File: config.mk
export PLATFORM = sky130hd
export DESIGN_NAME = rf_alu_datapath
export DESIGN_NICKNAME = d
export VERILOG_FILES = /design/src/rtl/rf_alu_datapath_pkg.sv /design/src/rtl/rf_alu_datapath_alu.sv /design/src/rtl/rf_alu_datapath.sv
export SDC_FILE = /design/constraint.sdc
export NUM_CORES = 1
export LEC_CHECK = 0
export ABC_CLOCK_PERIOD_IN_PS = 5600
export BUFFER_PORTS_ARGS = -buffer_cell sky130_fd_sc_hd__buf_4
export CAP_MARGIN = 20
export CORE_AREA = 5 5 117 119
export CTS_CLUSTER_DIAMETER = 30
export DETAILED_ROUTE_END_ITERATION = 8
export DIE_AREA = 0 0 122 124
export SYNTH_ARGS = -nofsm -noshare
export SYNTH_HDL_FRONTEND = slang
export SYNTH_SLANG_ARGS = --single-unit
File: constraint.sdc
create_clock -name clk -period 5.6 [get_ports clk]
set_clock_uncertainty 0.05 [all_clocks]
set_input_delay 0 -clock clk [delete_from_list [all_inputs] [get_ports clk]]
set_output_delay 0 -clock clk [all_outputs]
set_load 0.05 [all_outputs]
File: src/rtl/rf_alu_datapath_pkg.sv
// Shared constants for the register-file/ALU datapath: opcode encodings and
// bit positions of the packed flag register.
package rf_alu_datapath_pkg;

   localparam logic [2:0] OP_ADD  = 3'b000;
   localparam logic [2:0] OP_SUB  = 3'b001;
   localparam logic [2:0] OP_AND  = 3'b010;
   localparam logic [2:0] OP_OR   = 3'b011;
   localparam logic [2:0] OP_XOR  = 3'b100;
   localparam logic [2:0] OP_NOT  = 3'b101;
   localparam logic [2:0] OP_PASS = 3'b110;
   localparam logic [2:0] OP_INC  = 3'b111;

   localparam int FLAG_O = 0;
   localparam int FLAG_Z = 1;
   localparam int FLAG_N = 2;
   localparam int FLAG_W = 3;

endpackage

File: src/rtl/rf_alu_datapath_alu.sv
// Combinational N-bit ALU with wrap-around arithmetic and zero/negative/
// signed-overflow flags derived from the result.
module rf_alu_datapath_alu
   import rf_alu_datapath_pkg::*;
#(
   parameter int N = 8
) (
   input  logic [N-1:0] a,
   input  logic [N-1:0] b,
   input  logic [2:0]   op,
   output logic [N-1:0] r,
   output logic         o,
   output logic         z,
   output logic         n
);

   localparam logic [N-1:0] ONE = {{(N-1){1'b0}}, 1'b1};

   always_comb begin
      r = a;
      o = 1'b0;
      case (op)
         OP_ADD: begin
            r = a + b;
            o = (a[N-1] == b[N-1]) && (r[N-1] != a[N-1]);
         end
         OP_SUB: begin
            r = a - b;
            o = (a[N-1] != b[N-1]) && (r[N-1] != a[N-1]);
         end
         OP_AND:  r = a & b;
         OP_OR:   r = a | b;
         OP_XOR:  r = a ^ b;
         OP_NOT:  r = ~a;
         OP_PASS: r = a;
         OP_INC: begin
            r = a + ONE;
            // the constant 1 is positive, so only a positive A can overflow
            o = !a[N-1] && r[N-1];
         end
         default: r = a;
      endcase
   end

   assign z = (r == '0);
   assign n = r[N-1];

endmodule

File: src/rtl/rf_alu_datapath.sv
// Register file with bypassable read ports feeding the ALU; result and flags
// are registered and the result is gated onto dout by oe.
module rf_alu_datapath
   import rf_alu_datapath_pkg::*;
#(
   parameter int M = 3,
   parameter int N = 8
) (
   input  logic [N-1:0] din,
   input  logic [M-1:0] waddr,
   input  logic [M-1:0] ra,
   input  logic [M-1:0] rb,
   input  logic [2:0]   op,
   input  logic         ie,
   input  logic         write,
   input  logic         reada,
   input  logic         readb,
   input  logic         rst,
   input  logic         clk,
   input  logic         en,
   input  logic         oe,
   input  logic [N-1:0] offset,
   input  logic         bypassa,
   input  logic         bypassb,
   output logic [N-1:0] dout,
   output logic         o_flag,
   output logic         z_flag,
   output logic         n_flag
);

   localparam int REGS = 2**M;

   logic [N-1:0]      rf [REGS];
   logic [N-1:0]      result_reg;
   logic [FLAG_W-1:0] flags;

   logic [N-1:0] a_rf, b_rf, a_op, b_op, alu_r;
   logic         alu_o, alu_z, alu_n;

   assign a_rf = reada ? rf[ra] : '0;
   assign b_rf = readb ? rf[rb] : '0;
   assign a_op = bypassa ? offset : a_rf;
   assign b_op = bypassb ? offset : b_rf;

   rf_alu_datapath_alu #(.N(N)) u_alu (
      .a  (a_op),
      .b  (b_op),
      .op (op),
      .r  (alu_r),
      .o  (alu_o),
      .z  (alu_z),
      .n  (alu_n)
   );

   // writeback sees the pre-edge result_reg even when en loads it this cycle
   always_ff @(posedge clk or posedge rst) begin
      if (rst) begin
         for (int i = 0; i < REGS; i++) rf[i] <= '0;
      end else if (write) begin
         rf[waddr] <= ie ? din : result_reg;
      end
   end

   always_ff @(posedge clk or posedge rst) begin
      if (rst) begin
         result_reg <= '0;
         flags      <= '0;
      end else if (en) begin
         result_reg     <= alu_r;
         flags[FLAG_O]  <= alu_o;
         flags[FLAG_Z]  <= alu_z;
         flags[FLAG_N]  <= alu_n;
      end
   end

   assign dout   = oe ? result_reg : '0;
   assign o_flag = flags[FLAG_O];
   assign z_flag = flags[FLAG_Z];
   assign n_flag = flags[FLAG_N];

endmodule

# Yosys cells after proc, flatten, opt, wreduce, memory -nomap -nowiden

Index checks and enable logic that the tools add are counted.

Register bits after elaboration: 75
Input port bits: 38
Output and inout port bits: 11
Word-level logic and storage cells: 59

Add/subtract/negate cells: 3
$lt $le $gt $ge: 4
Eq/ne operators: 11
Mux-type cells: 17
Bitwise gates (word level): 7
Reductions and logical operators: 7

Operator list:

| operator                                                                      | count |
|---|---|
| 8-bit two-way mux                                                             | 11 |
| 64-bit bitwise mux                                                            | 1 |
| 8-bit one-hot mux with 8 select lines                                         | 1 |
| 8-bit binary-select mux with 3-bit select                                     | 2 |
| 8-bit demux with 3-bit select                                                 | 1 |
| 3-bit equality test (second input constant)                                   | 4 |
| 4-bit greater-or-equal comparator (second input constant)                     | 3 |
| 3-bit NOT with 4-bit output                                                   | 3 |
| 8-bit by 1-bit adder with 8-bit output (second input constant)                | 1 |
| 8-bit adder                                                                   | 1 |
| 8-bit bitwise AND                                                             | 1 |
| 8-bit zero test                                                               | 1 |
| 8-bit NOT                                                                     | 1 |
| 8-bit OR                                                                      | 1 |
| 8-bit subtractor                                                              | 1 |
| 8-bit bitwise XOR                                                             | 1 |
| 3-bit by 2-bit equality test with 1-bit output (second input constant)        | 2 |
| 1-bit logical AND                                                             | 4 |
| 4-bit by 1-bit less-than comparator with 1-bit output (second input constant) | 1 |
| 3-bit by 1-bit equality test with 1-bit output (second input constant)        | 1 |
| 3-bit zero test                                                               | 1 |
| 1-bit != test                                                                 | 3 |
| 1-bit one-hot mux with 3 select lines                                         | 1 |
| 1-bit equality test                                                           | 1 |
| 1-bit zero test                                                               | 1 |

# Logic depth before layout (Yosys ltp)

Gate-level depths: netlist of the first run.

Depth in word-level cells: 10
Gate-level depth with buffers: 16
Gate-level depth less buffers: 14

# Modules after synthesis

A second synthesis of the first run with hierarchy kept.

Cell total of the unflattened synthesis: 589
Area, all modules: 5567.8 um^2

Modules (own cells, without submodules):

| module              | times used | cells each | area an instance (um^2) | sequential area each (um^2) |
|---|---|---|---|---|
| rf_alu_datapath     | 1          | 386        | 4097.7                  | 1876.8 |
| rf_alu_datapath_alu | 1          | 203        | 1470.2                  | 0.0 |

# Least setup slack after synthesis of the first run

OpenSTA, ideal clock, no wires.

Kind: input to register
Start point: input rb[0]
End point: register flags[1]
Library setup time: 0.104 ns
Data arrival time: 3.748 ns
Required time: 5.446 ns
Path slack: 1.699 ns
Cell stages on the path: 15
Buffers on the path: 2
Path through: clkbuf_1 buf_1 mux4_2 mux2i_1 o21ai_0 ha_1 inv_1 fa_1 nand2b_1 o2bb2ai_1 o21ba_2 mux2i_1 nand4b_1 or4_1 o41ai_2

Longest elaborated chain between the ends: 9
Elaborated cells on any way between the ends: 13
Those cells by class: add/sub: 2; mux: 6; bitwise: 4; reduce/logical: 1

RTL lines:

| what                                                      | RTL line                  | text |
|---|---|---|
| from (decl)                                               | rf_alu_datapath.sv:12     | `input logic [M-1:0] rb,` |
| 3-bit NOT with 4-bit output (implied by the code) (*)     | rf_alu_datapath.sv:41     | `assign b_rf = readb ? rf[rb] : '0;` |
| 8-bit binary-select mux with 3-bit select (*)             | rf_alu_datapath.sv:41     |  |
| 8-bit two-way mux (implied by the code) (*) (2 in series) | rf_alu_datapath.sv:41     |  |
| 8-bit two-way mux (*)                                     | rf_alu_datapath.sv:41     |  |
| 8-bit two-way mux (*)                                     | rf_alu_datapath.sv:43     | `assign b_op = bypassb ? offset : b_rf;` |
| 8-bit subtractor, or another cell as far along            | rf_alu_datapath_alu.sv:28 | `r = a - b;` |
| 8-bit one-hot mux with 8 select lines (*)                 | rf_alu_datapath_alu.sv:22 | `case (op)` |
| 8-bit zero test (*)                                       | rf_alu_datapath_alu.sv:45 | `assign z = (r == '0);` |
| to (signal, indexed assignment)                           | rf_alu_datapath.sv:70     | `flags[FLAG_O] <= alu_o;` |
| to (signal, indexed assignment)                           | rf_alu_datapath.sv:71     | `flags[FLAG_Z] <= alu_z;` |
| to (signal, indexed assignment)                           | rf_alu_datapath.sv:72     | `flags[FLAG_N] <= alu_n;` |
| to (decl)                                                 | rf_alu_datapath.sv:35     | `logic [FLAG_W-1:0] flags;` |

Every way passes the cells marked *; elsewhere a longest branch is shown, timed or not. The select of a mux whose other input is x is not followed.
A chain may end at the register's enable or synchronous reset.

# Final worst setup path of the first run

Start point: register rf[6] (netlist bit)
End point: register flags[1]

Longest elaborated chain between the ends: 8
Elaborated cells on any way between the ends: 19
Those cells by class: add/sub: 3; mux: 11; bitwise: 4; reduce/logical: 1

RTL lines:

| what                                                                 | RTL line                                     | text |
|---|---|---|
| from (decl)                                                          | rf_alu_datapath.sv:33                        | `logic [N-1:0] rf [REGS];` |
| from (signal, indexed assignment)                                    | rf_alu_datapath.sv:60                        | `rf[waddr] <= ie ? din : result_reg;` |
| 8-bit binary-select mux with 3-bit select (on tied branches)         | rf_alu_datapath.sv:40, rf_alu_datapath.sv:41 |  |
| 8-bit two-way mux (on tied branches) (3 in series)                   | rf_alu_datapath.sv:40, rf_alu_datapath.sv:41 |  |
| 8-bit two-way mux (on tied branches)                                 | rf_alu_datapath.sv:42, rf_alu_datapath.sv:43 |  |
| 8-bit by 1-bit adder with 8-bit output, or another cell as far along | rf_alu_datapath_alu.sv:37                    | `r = a + ONE;` |
| 8-bit one-hot mux with 8 select lines (*)                            | rf_alu_datapath_alu.sv:22                    |  |
| 8-bit zero test (*)                                                  | rf_alu_datapath_alu.sv:45                    |  |

Marks and branches as above.

==> impl_results.md, run 1 <==
* Post-CTS Setup Bufs at 0
* Vias post-DR at 4,696
* Avg WL per Cell at 20.2 microns
* Syn-to-layout area delta at 14.2%
* Flop and latch count out of synthesis at 74
* CP startpoint: rf[6]
* Largest fanout on the critical path at 7
* Final Hold Fails at 2
* EDFF count, synth at 0
* Achievable frequency at 242 MHz
* Reg-to-reg endpoint: flags[1]
* # rows at 41
* Worst-Skew Late Latency at 0.35 ns
* Worst Hold Endpoint: rf[60]
* Syn. warnings at 0
* Max VDD drop at 278 uV
* Synth top area share at 33.6%
* Mapped cell area at 5510 sq um
* P_leak at 0.00272 uW
* Antenna diodes at 0
* Sequential area share after synthesis at 33.6%
* Largest register FFs at 64
* Status: finished, violations left
* Via density at 5.86
* Pin count of the biggest net entering global routing at 75
* Clk buf depth at 2
* DRT Pass-1 Iters at 5
* Setup Crit Path Kind: flip-flop to flip-flop
* Slew headroom at 38.5%
* RSZ-0062 raised after global routing: false
* Crit path DAT at 4.33 ns
* Die span in y at 124 microns
* IO Pins at 49
* CTS sink cnt at 74
* Max Cap Viol at 0
* Crit path cell chain: mux4_2 -> a2bb2oi_1 -> a21oi_1 -> inv_1 -> ha_1 -> inv_1 -> or2_2 -> a21oi_1 -> a221o_1 -> nor4_1 -> nand4b_1 -> or4_1 -> o41ai_2
* Slew at the pin with the worst max-slew slack at 0.923 ns
* CTS hold repair buffers at 2
* GP Congestion at 0.863
* Worst r2r src: rf[6]
* Area post-placement at 5960 sq um
* Clock transition at the registers of the reported paths at 0.06 ns
* H-tree levels at 3
* Mapped Cells at 597
* CP max stage delay at 0.53 ns
* Number of port buffers at 48
* Crit start category: flip-flop
* Drt drc at 0
* Layout Cells excl Fill at 802
* Vias in the first global route at 4,548
* CTS Buf Count at 9
* Mapped Avg Cell Area at 9.22 sq um
* FFs w/ async S/R, synth at 100%
* Placed wire-length estimate at 12.1 mm
* Worst hold path class: input pin to flip-flop
* FF-to-FF path depth at 13
* Hold Path Origin: waddr[0]
* Total congestion overflow at 0
* Hold slack final at -0.0171 ns
* Final instance area at 6290 sq um
* CTS tree: done
* Synthesized Nets at 662
* WP data required at 5.80 ns
* Top FF cell, synth: dfrtp_1
* Min-Delay Path Depth at 4
* PD cells at 319 nW/um^2
* Root Buffer: clkbuf_16
* Layout cell share with drive strength beyond 1 at 18.4%
* Final ANT Viol Nets at 0
* Setup TNS at 0 ns
* Count of pins over their slew limit at 0
* Global-route wire length before repair at 25.6 mm
* Initial core utilization at 44.2%
* Core area at 12,500 sq um
* Synth unique cells at 64
* Antenna violations before repair at 0
* Commonest non-fill, non-tap cell in the layout: dfrtp_1
* Crit end category: flip-flop
* Slowest cell on crit path: or4_1
* Cell taking the most area after synthesis: dfrtp_1
* Die area at 15,100 sq um
* Inst Count DP at 783
* Post-CTS resize count at 0
* Fin crit period at 4.14 ns
* Final setup vio count at 0
* Tcrit/Tclk final at 73.9%
* Fin util at 50.4%
* Global Route Usage Sum at 22.5%
* Die X at 122 microns
* Most frequent cells in the layout: dfrtp_1, nand2_1, o21ai_0
* Routed WL at 16.2 mm
* R2R Setup Slk at 1.46 ns
* Starting DRT DRC Count at 449
* Failing checks: hold timing
* Fin nets at 691
* Leading post-synthesis cells by cell area: dfrtp_1, mux4_2, mux2i_1
## per-stage QoR
step	power, uW	setup WS (ns)
2_1_floorplan	1240	1.70
3_3_place_gp	1420	1.32
3_5_place_dp	1440	1.45
4_1_cts	2010	1.47
5_1_grt	2120	1.17
6_report	2000	1.46
## kinds of logic after synthesis
group                      after synthesis  synth area share, %
and+or+nand+nor                        200                 17.6
AOI/OAI and AO/OA                      155                 18.0
DFF                                     74                 33.6
muxes                                   66                 17.8
buffers and inverters                   65                 4.98
adders and majority gates               27                 6.41
xor gates and xnor gates                10                 1.59
## layout make-up
type / instances / area (sq um)
fill: 1172 / 6180
multi-input combinational: 458 / 3400
sequential: 74 / 1850
timing repair buffer: 55 / 429
clock buffer: 9 / 225
tap: 172 / 215
inverter: 28 / 105
clock inverter: 6 / 58.8
## report_power, final
part	leakage (uW)	switching [uW]	internal [uW]
Clock	0.000145	224	340
Combinational	0.00169	382	296
Sequential	0.000882	101	661
Total	0.00272	706	1300
## routing by layer
layer | global-route usage, % | wire [microns]
met5 | 0 | 0
met4 | 8.47 | 321
met3 | 3.81 | 762
met2 | 37.2 | 8010
met1 | 29.8 | 7120
## synth_stat cells, types with 5 or more instances
master and count:
clkbuf_1 28, a21oi_1 50, inv_1 26, xnor2_1 8, mux2_2 7, nand3_1 7, mux4_2 25, a31oi_1 5
nand2b_1 10, mux2i_1 34, nor2_1 49, nand2_1 68, ha_1 25, o21ai_0 53, a211oi_1 6, nor3_1 14
and2_1 12, buf_1 5, dfrtp_1 74, nor2b_1 9
## critical path, delay by kind of cell (launching register included)
family / cells / cell delay (ns)
adder cells (fa/ha/maj): 1 / 0.37
buffers and inverters: 2 / 0.31
AND/OR/NAND/NOR: 4 / 1.22
flip-flops: 1 / 0.40
AO/OA/AOI/OAI: 5 / 1.24
multiplexers: 1 / 0.46
## worst max path at each step
| stage | cells after the start | slack [ns] | end |
|---|---|---|---|
| after floorplan | 15 | 1.70 | flags[1] |
| after global placement | 14 | 1.32 | flags[1] |
| after detailed placement | 14 | 1.45 | flags[1] |
| after CTS | 13 | 1.47 | flags[1] |
| after global routing | 13 | 1.17 | flags[1] |
| final | 13 | 1.46 | flags[1] |
Note: power is estimated with default switching activity, not from simulation.
==> run 2: changes to the inputs <==
--- a/config.mk
+++ b/config.mk
@@ -5,13 +5,14 @@
 export SDC_FILE = /design/constraint.sdc
 export NUM_CORES = 1
 export LEC_CHECK = 0
-export ABC_CLOCK_PERIOD_IN_PS = 5600
+export ABC_AREA = 1
+export ABC_CLOCK_PERIOD_IN_PS = 3800
 export BUFFER_PORTS_ARGS = -buffer_cell sky130_fd_sc_hd__buf_4
 export CAP_MARGIN = 20
-export CORE_AREA = 5 5 117 119
+export CORE_AREA = 5 5 120 122
 export CTS_CLUSTER_DIAMETER = 30
 export DETAILED_ROUTE_END_ITERATION = 8
-export DIE_AREA = 0 0 122 124
+export DIE_AREA = 0 0 125 127
 export SYNTH_ARGS = -nofsm -noshare
 export SYNTH_HDL_FRONTEND = slang
 export SYNTH_SLANG_ARGS = --single-unit
==> constraint.sdc (replaced) <==
create_clock -name clk -period 3.8 [get_ports clk]
set_clock_uncertainty 0.05 [all_clocks]
set_input_delay 0 -clock clk [delete_from_list [all_inputs] [get_ports clk]]
set_output_delay 0 -clock clk [all_outputs]
set_load 0.05 [all_outputs]
==> run 2 against run 1 <==
The run now ends clean. Cell area rose by 6.3%. Synthesized cell count rose by 45%. Clock power increased by 85%. Register-to-register slack lost 0.89 ns. Flip-flop and latch count is the same. Utilization rose by 0.62 points. Worst hold slack improved by 0.11 ns. Via count rose by 23%. Sequential share of layout area shrank 1.7 points. Count of clock-buffer cells in the layout grew 2. Routed wire length up 12%. Critical endpoint unchanged.
==> impl_results.md, run 2 <==
* Flop and latch count out of synthesis at 74 (unchanged)
* Worst hold path class: input pin to flip-flop (unchanged)
* Max Cap Viol at 0 (unchanged)
* Avg WL per Cell at 16.8 microns (was 20.2 microns)
* Commonest non-fill, non-tap cell in the layout: nand2_1 (was dfrtp_1)
* RSZ-0062 raised after global routing: false (unchanged)
* Mapped Cells at 865 (was 597)
* Final setup vio count at 0 (unchanged)
* Syn-to-layout area delta at 14.4% (was 14.2%)
* Largest register FFs at 64 (unchanged)
* Crit end category: flip-flop (unchanged)
* Count leader, synth: nand2_1 (was dfrtp_1)
* Antenna diodes at 0 (unchanged)
* Pin count of the biggest net entering global routing at 65 (was 75)
* Clk buf depth at 2 (unchanged)
* Post-CTS resize count at 0 (unchanged)
* Final Power at 3000 uW (was 2000 uW)
* # rows at 42 (was 41)
* Layout Cells excl Fill at 1,082 (was 802)
* Final ANT Viol Nets at 0 (unchanged)
* FFs w/ async S/R, synth at 100% (unchanged)
* Starting DRT DRC Count at 588 (was 449)
* Global Route Usage Sum at 23.3% (was 22.5%)
* DRT Pass-1 Iters at 6 (was 5)
* Synthesized Nets at 930 (was 662)
* Layout cell share with drive strength beyond 1 at 13.6% (was 18.4%)
* EDFF count, synth at 0 (unchanged)
* Largest fanout on the critical path at 3 (was 7)
* Clock transition at the registers of the reported paths at 0.06 ns (about the same)
* Slew at the pin with the worst max-slew slack at 1.06 ns (was 0.923 ns)
* GP Congestion at 0.986 (was 0.863)
* Worst-Skew Late Latency at 0.34 ns (was 0.35 ns)
* Global-route wire length before repair at 29.8 mm (was 25.6 mm)
* Status: finished clean (was finished, violations left)
* Initial core utilization at 44.6% (was 44.2%)
* Cell taking the most area after synthesis: dfrtp_1 (unchanged)
* Fin crit period at 3.23 ns (was 4.14 ns)
* CTS tree: done (unchanged)
* Mapped Avg Cell Area at 6.75 sq um (was 9.22 sq um)
* Core area at 13,100 sq um (was 12,500 sq um)
* P_leak at 0.00332 uW (was 0.00272 uW)
* Root Buffer: clkbuf_16 (unchanged)
* PD cells at 449 nW/um^2 (was 319 nW/um^2)
* Synth top area share at 31.7% (was 33.6%)
* CTS hold repair buffers at 2 (unchanged)
* Count of pins over their slew limit at 0 (unchanged)
* CTS sink cnt at 74 (unchanged)
* Crit start category: flip-flop (unchanged)
* Fin nets at 966 (was 691)
* Number of port buffers at 48 (unchanged)
* Max VDD drop at 267 uV (was 278 uV)
* FF-to-FF path depth at 23 (was 13)
* Tcrit/Tclk final at 85.0% (was 73.9%)
* Slew headroom at 29.3% (was 38.5%)
* Final Hold Fails at 0 (was 2)
* Syn. warnings at 0 (unchanged)
* Synth unique cells at 40 (was 64)
* Hold slack final at 0.0909 ns (was -0.0171 ns)
* Vias in the first global route at 5,610 (was 4,548)
* Synth top cells by count: nand2_1, inv_1, o21ai_0 (was dfrtp_1, nand2_1, o21ai_0)
* Die X at 125 microns (was 122 microns)
* Die span in y at 127 microns (was 124 microns)
* Drt drc at 0 (unchanged)
* Min-Delay Path Depth at 4 (unchanged)
* Crit path DAT at 3.46 ns (was 4.33 ns)
* R2R Setup Slk at 0.57 ns (was 1.46 ns)
* Leading post-synthesis cells by cell area: dfrtp_1, nand2_1, o21ai_0 (was dfrtp_1, mux4_2, mux2i_1)
* CTS Buf Count at 9 (unchanged)
* Via density at 5.32 (was 5.86)
* Inst Count DP at 1,061 (was 783)
* H-tree levels at 3 (unchanged)
* Vias post-DR at 5,757 (was 4,696)
* WP data required at 4.03 ns (was 5.80 ns)
* IO Pins at 49 (unchanged)
* Total congestion overflow at 0 (unchanged)
* Fin util at 51.0% (was 50.4%)
* Hold Path Origin: waddr[2] (was waddr[0])
* Routed WL at 18.2 mm (was 16.2 mm)
* Antenna violations before repair at 0 (unchanged)
* Sequential area share after synthesis at 31.7% (was 33.6%)
* Setup Crit Path Kind: flip-flop to flip-flop (unchanged)
* Achievable frequency at 310 MHz (was 242 MHz)
* Post-CTS Setup Bufs at 0 (unchanged)
* Top FF cell, synth: dfrtp_1 (unchanged)
* Mapped cell area at 5840 sq um (was 5510 sq um)
* CP startpoint: rf[48] (was rf[6])
* Setup TNS at 0 ns (unchanged)
* Most frequent cells in the layout: nand2_1, inv_1, o21ai_0 (was dfrtp_1, nand2_1, o21ai_0)
* Placed wire-length estimate at 13.1 mm (was 12.1 mm)
* Die area at 15,900 sq um (was 15,100 sq um)
* Worst r2r src: rf[48] (was rf[6])
[run 2: cell types whose count changed in the layout (fill, tap and decap cells not counted), sizes merged, moves of 6 or more]
cell | before | now
mux4 | 25 | 0
nand2b | 10 | 0
and2 | 12 | 0
xnor2 | 8 | 0
nor2b | 9 | 0
mux2i | 34 | 0
o221ai | 2 | 8
inv | 28 | 140
nand3 | 7 | 73
nand2 | 68 | 242
o21ai | 53 | 125
[run 2: worst paths after layout]
path                             to
setup / recovery           flags[1]
hold / removal               rf[30]
setup reg to reg           flags[1]
hold reg to reg            flags[0]
max in group asynchronous     rf[0]
min in group asynchronous     rf[6]
[run 2: critical path: stages (launching register included)]
cell and delay (ns):
dfrtp_1 0.36, inv_1 0.09, a21oi_1 0.06, o21ai_0 0.11, nand2_1 0.07, o221ai_1 0.24
o21ai_0 0.23, ha_1 0.26, fa_1 0.44, inv_1 0.11, nand2_1 0.06, nand3_1 0.09
nand3_1 0.07, nor3_1 0.13, nand2_1 0.08, nor2_1 0.08, nand2_1 0.06, nand2_1 0.13
nand2_1 0.10, nor2_1 0.10, nand2_1 0.06, nor2_1 0.09, nand2_1 0.07, nand2_1 0.05
[run 2: layout make-up]
cell class	instances	area (sq um)
fill	1349	6410
multi-input combinational	619	3270
sequential	74	1850
inverter	138	526
timing repair buffer	59	455
clock buffer	11	253
tap	176	220
clock inverter	5	108
[run 2: metrics by stage]
step                      setup slack, ns  area [sq um]
after floorplan                      1.04          5840
after global routing                0.177          6680
after global placement              0.519          6260
after detailed placement            0.532          6270
final                               0.571          6680
after CTS                           0.599          6650
[run 2: cell families (layout without fill, tap and decap cells)]
kind of cell    Yosys count  in the layout  synth area share (%)
xor+xnor                  7              7                  1.05
flops                    74             74                  31.7
mux                      10             10                  1.93
buf+inv                 172            213                  12.4
fa+ha+maj                27             27                  6.04
compound gates          195            195                  17.9
simple gates            380            380                  29.0
[run 2: per-layer routing]
layer / track usage [%] / vias to the layer above / wire, microns
met2: 36.7 / 215 / 7980
met4: 4.97 / 0 / 188
met3: 4.13 / 16 / 1410
met1: 33.8 / 2674 / 8610
li1: - / 2852 / -
met5: 0 / - / 0
[run 2: report_power, final]
part / switching [uW] / leakage, uW / internal, uW
registers: 77.4 / 0.000910 / 964
logic: 611 / 0.00223 / 302
clock network: 359 / 0.000177 / 683
==> run 3: changes to the inputs <==
--- a/config.mk
+++ b/config.mk
@@ -6,7 +6,7 @@
 export NUM_CORES = 1
 export LEC_CHECK = 0
 export ABC_AREA = 1
-export ABC_CLOCK_PERIOD_IN_PS = 3800
+export ABC_CLOCK_PERIOD_IN_PS = 3300
 export BUFFER_PORTS_ARGS = -buffer_cell sky130_fd_sc_hd__buf_4
 export CAP_MARGIN = 20
 export CORE_AREA = 5 5 120 122
==> constraint.sdc (replaced) <==
create_clock -name clk -period 3.3 [get_ports clk]
set_clock_uncertainty 0.05 [all_clocks]
set_input_delay 0 -clock clk [delete_from_list [all_inputs] [get_ports clk]]
set_output_delay 0 -clock clk [all_outputs]
set_load 0.05 [all_outputs]
==> run 3 against run 2 <==
Critical path depth shrank 1. First-iteration DRC count shrank 16%. Utilization increased by 0.66 points. Sequential share of layout area is 0.35 points lower. Global-route usage is 0.37 points lower. Non-clock buffer count is 12 higher. Worst setup slack got worse by 0.35 ns. Critical endpoint unchanged.
==> impl_results.md, run 3 (synthesized netlist as in run 2, its figures left out) <==
* Status: finished clean (unchanged)
* CTS Buf Count at 9 (unchanged)
* Most frequent cells in the layout: nand2_1, inv_1, o21ai_0 (unchanged)
* Number of port buffers at 48 (unchanged)
* Layout cell share with drive strength beyond 1 at 15.1% (was 13.6%)
* Pin count of the biggest net entering global routing at 48 (was 65)
* Initial core utilization at 44.6% (unchanged)
* Slowest cell on crit path: dfrtp_1 (was fa_1)
* Total congestion overflow at 0 (unchanged)
* Setup Crit Path Kind: flip-flop to flip-flop (unchanged)
* Routed WL at 18.4 mm (was 18.2 mm)
* WP data required at 3.53 ns (was 4.03 ns)
* Drt drc at 0 (unchanged)
* CTS tree: done (unchanged)
* Crit end category: flip-flop (unchanged)
* Setup TNS at 0 ns (unchanged)
* Max Cap Viol at 0 (unchanged)
* Max VDD drop at 259 uV (was 267 uV)
* P_leak at 0.00336 uW (was 0.00332 uW)
* Clk buf depth at 2 (unchanged)
* # rows at 42 (unchanged)
* Vias post-DR at 5,835 (was 5,757)
* Final Power at 3360 uW (was 3000 uW)
* Global Route Usage Sum at 22.9% (was 23.3%)
* Largest fanout on the critical path at 6 (was 3)
* Clock transition at the registers of the reported paths at 0.06 ns (about the same)
* Achievable frequency at 325 MHz (was 310 MHz)
* Root Buffer: clkbuf_16 (unchanged)
* Core area at 13,100 sq um (unchanged)
* Vias in the first global route at 5,504 (was 5,610)
* Crit path DAT at 3.30 ns (was 3.46 ns)
* Die X at 125 microns (unchanged)
* Largest register FFs at 64 (unchanged)
* Die area at 15,900 sq um (unchanged)
* Slew headroom at 41.7% (was 29.3%)
* Worst-Skew Late Latency at 0.34 ns (about the same)
* DRT Pass-1 Iters at 5 (was 6)
* Final setup vio count at 0 (unchanged)
* Starting DRT DRC Count at 494 (was 588)
* Worst hold path class: input pin to async pin (was input pin to flip-flop)
* Crit path cell chain: inv_1 -> a21oi_1 -> o21ai_0 -> nand2_1 -> o221ai_1 -> o21ai_0 -> ha_1 -> inv_1 -> nand2_1 -> nor2_1 -> nand2_1 -> nand2_1 -> nand2_1 -> nand3_1 -> nand2_1 -> inv_1 -> nand3_1 -> nor2_1 -> nand4_1 -> nor2_1 -> nand2_1 -> nand2_1 (was inv_1 -> a21oi_1 -> o21ai_0 -> nand2_1 -> o221ai_1 -> o21ai_0 -> ha_1 -> fa_1 -> inv_1 -> nand2_1 -> nand3_1 -> nand3_1 -> nor3_1 -> nand2_1 -> nor2_1 -> nand2_1 -> nand2_1 -> nand2_1 -> nor2_1 -> nand2_1 -> nor2_1 -> nand2_1 -> nand2_1)
* Fin nets at 978 (was 966)
* Fill cells at 1,306 (was 1,349)
* Slew at the pin with the worst max-slew slack at 0.869 ns (was 1.06 ns)
* Tcrit/Tclk final at 93.3% (was 85.0%)
* Via density at 5.33 (was 5.32)
* Final Hold Fails at 0 (unchanged)
* Final ANT Viol Nets at 0 (unchanged)
* Die span in y at 127 microns (unchanged)
* Antenna violations before repair at 0 (unchanged)
* Antenna diodes at 0 (unchanged)
* CP dominant cell by count: nand2_1 (unchanged)
* Crit start category: flip-flop (unchanged)
* Global-route wire length before repair at 29.2 mm (was 29.8 mm)
* RSZ-0062 raised after global routing: false (unchanged)
* Fin crit period at 3.08 ns (was 3.23 ns)
* Commonest non-fill, non-tap cell in the layout: nand2_1 (unchanged)
* Avg WL per Cell at 16.9 microns (was 16.8 microns)
* IO Pins at 49 (unchanged)
* Syn-to-layout area delta at 15.9% (was 14.4%)
* PD cells at 496 nW/um^2 (was 449 nW/um^2)
* CTS sink cnt at 74 (unchanged)
* GP Congestion at 0.926 (was 0.986)
* Placed wire-length estimate at 13.4 mm (was 13.1 mm)
* CP max stage delay at 0.36 ns (was 0.44 ns)
* H-tree levels at 3 (unchanged)
* Count of pins over their slew limit at 0 (unchanged)
-- run 3: timing repair --
action / 4_1_cts / 5_1_grt
setup buffers: 0 / 0
setup endpoints to repair: 0 / 3
hold buffers: 2 / 0
endpoints found under the hold margin: 80 / 0
resized for setup: 0 / 9
-- run 3: area by class of cell --
| cell class | count | area [sq um] | area share, % |
|---|---|---|---|
| tap | 176 | 220 | 3.26 |
| timing repair buffer | 71 | 558 | 8.25 |
| sequential | 74 | 1850 | 27.4 |
| inverter | 138 | 526 | 7.77 |
| clock inverter | 6 | 91.3 | 1.35 |
| clock buffer | 10 | 229 | 3.38 |
| multi-input combinational | 619 | 3290 | 48.6 |
-- run 3: path summary, 6_finish.rpt --
kind / startpoint / to / slack, ns / cells past startpoint
min in group clk: waddr[2] / rf[51] / 0.05 / 5
setup reg to reg: rf[51] / flags[1] / 0.22 / 22
hold reg to reg: flags[1] / flags[1] / 0.44 / 2
max in group asynchronous: rst / rf[0] / 2.40 / 4
setup / recovery: rf[51] / flags[1] / 0.22 / 22
hold / removal: rst / rf[21] / 0.01 / 3
-- run 3: critical path, delay by kind of cell, from the launching register on --
| kind | cells | cell delay [ns] |
|---|---|---|
| compound gates | 4 | 0.72 |
| buf+inv | 3 | 0.31 |
| flops | 1 | 0.36 |
| fa+ha+maj | 1 | 0.36 |
| simple gates | 14 | 1.20 |
-- run 3: power by group --
part           internal [uW]  leakage (uW)  switching, uW
registers               1110      0.000910           95.5
logic                    366       0.00229            712
clock network            665      0.000157            409
-- run 3: through the flow --
stage | instance area, sq um | instances | utilization (%) | setup WS, ns | hold WS [ns]
floorplan | 5840 | 865 | - | 0.543 | 0.132
global placement | 6360 | 1072 | 48.6 | 0.143 | -0.186
detailed placement | 6370 | 1073 | 48.7 | 0.145 | -0.182
CTS | 6720 | 1091 | 51.3 | 0.108 | 0.00763
global route | 6770 | 1094 | 51.7 | 0.000910 | 0.0447
finish | 6770 | 1094 | 51.7 | 0.222 | 0.0145
-- run 3: per-layer routing --
metal  track usage, %  share of wire [%]  up-vias
li1                 -                  -     2883
met1             33.3                 47     2687
met2             34.6                 43      221
met3             3.51                6.9       44
met4             8.86                3.2        0
met5                0                  0        -
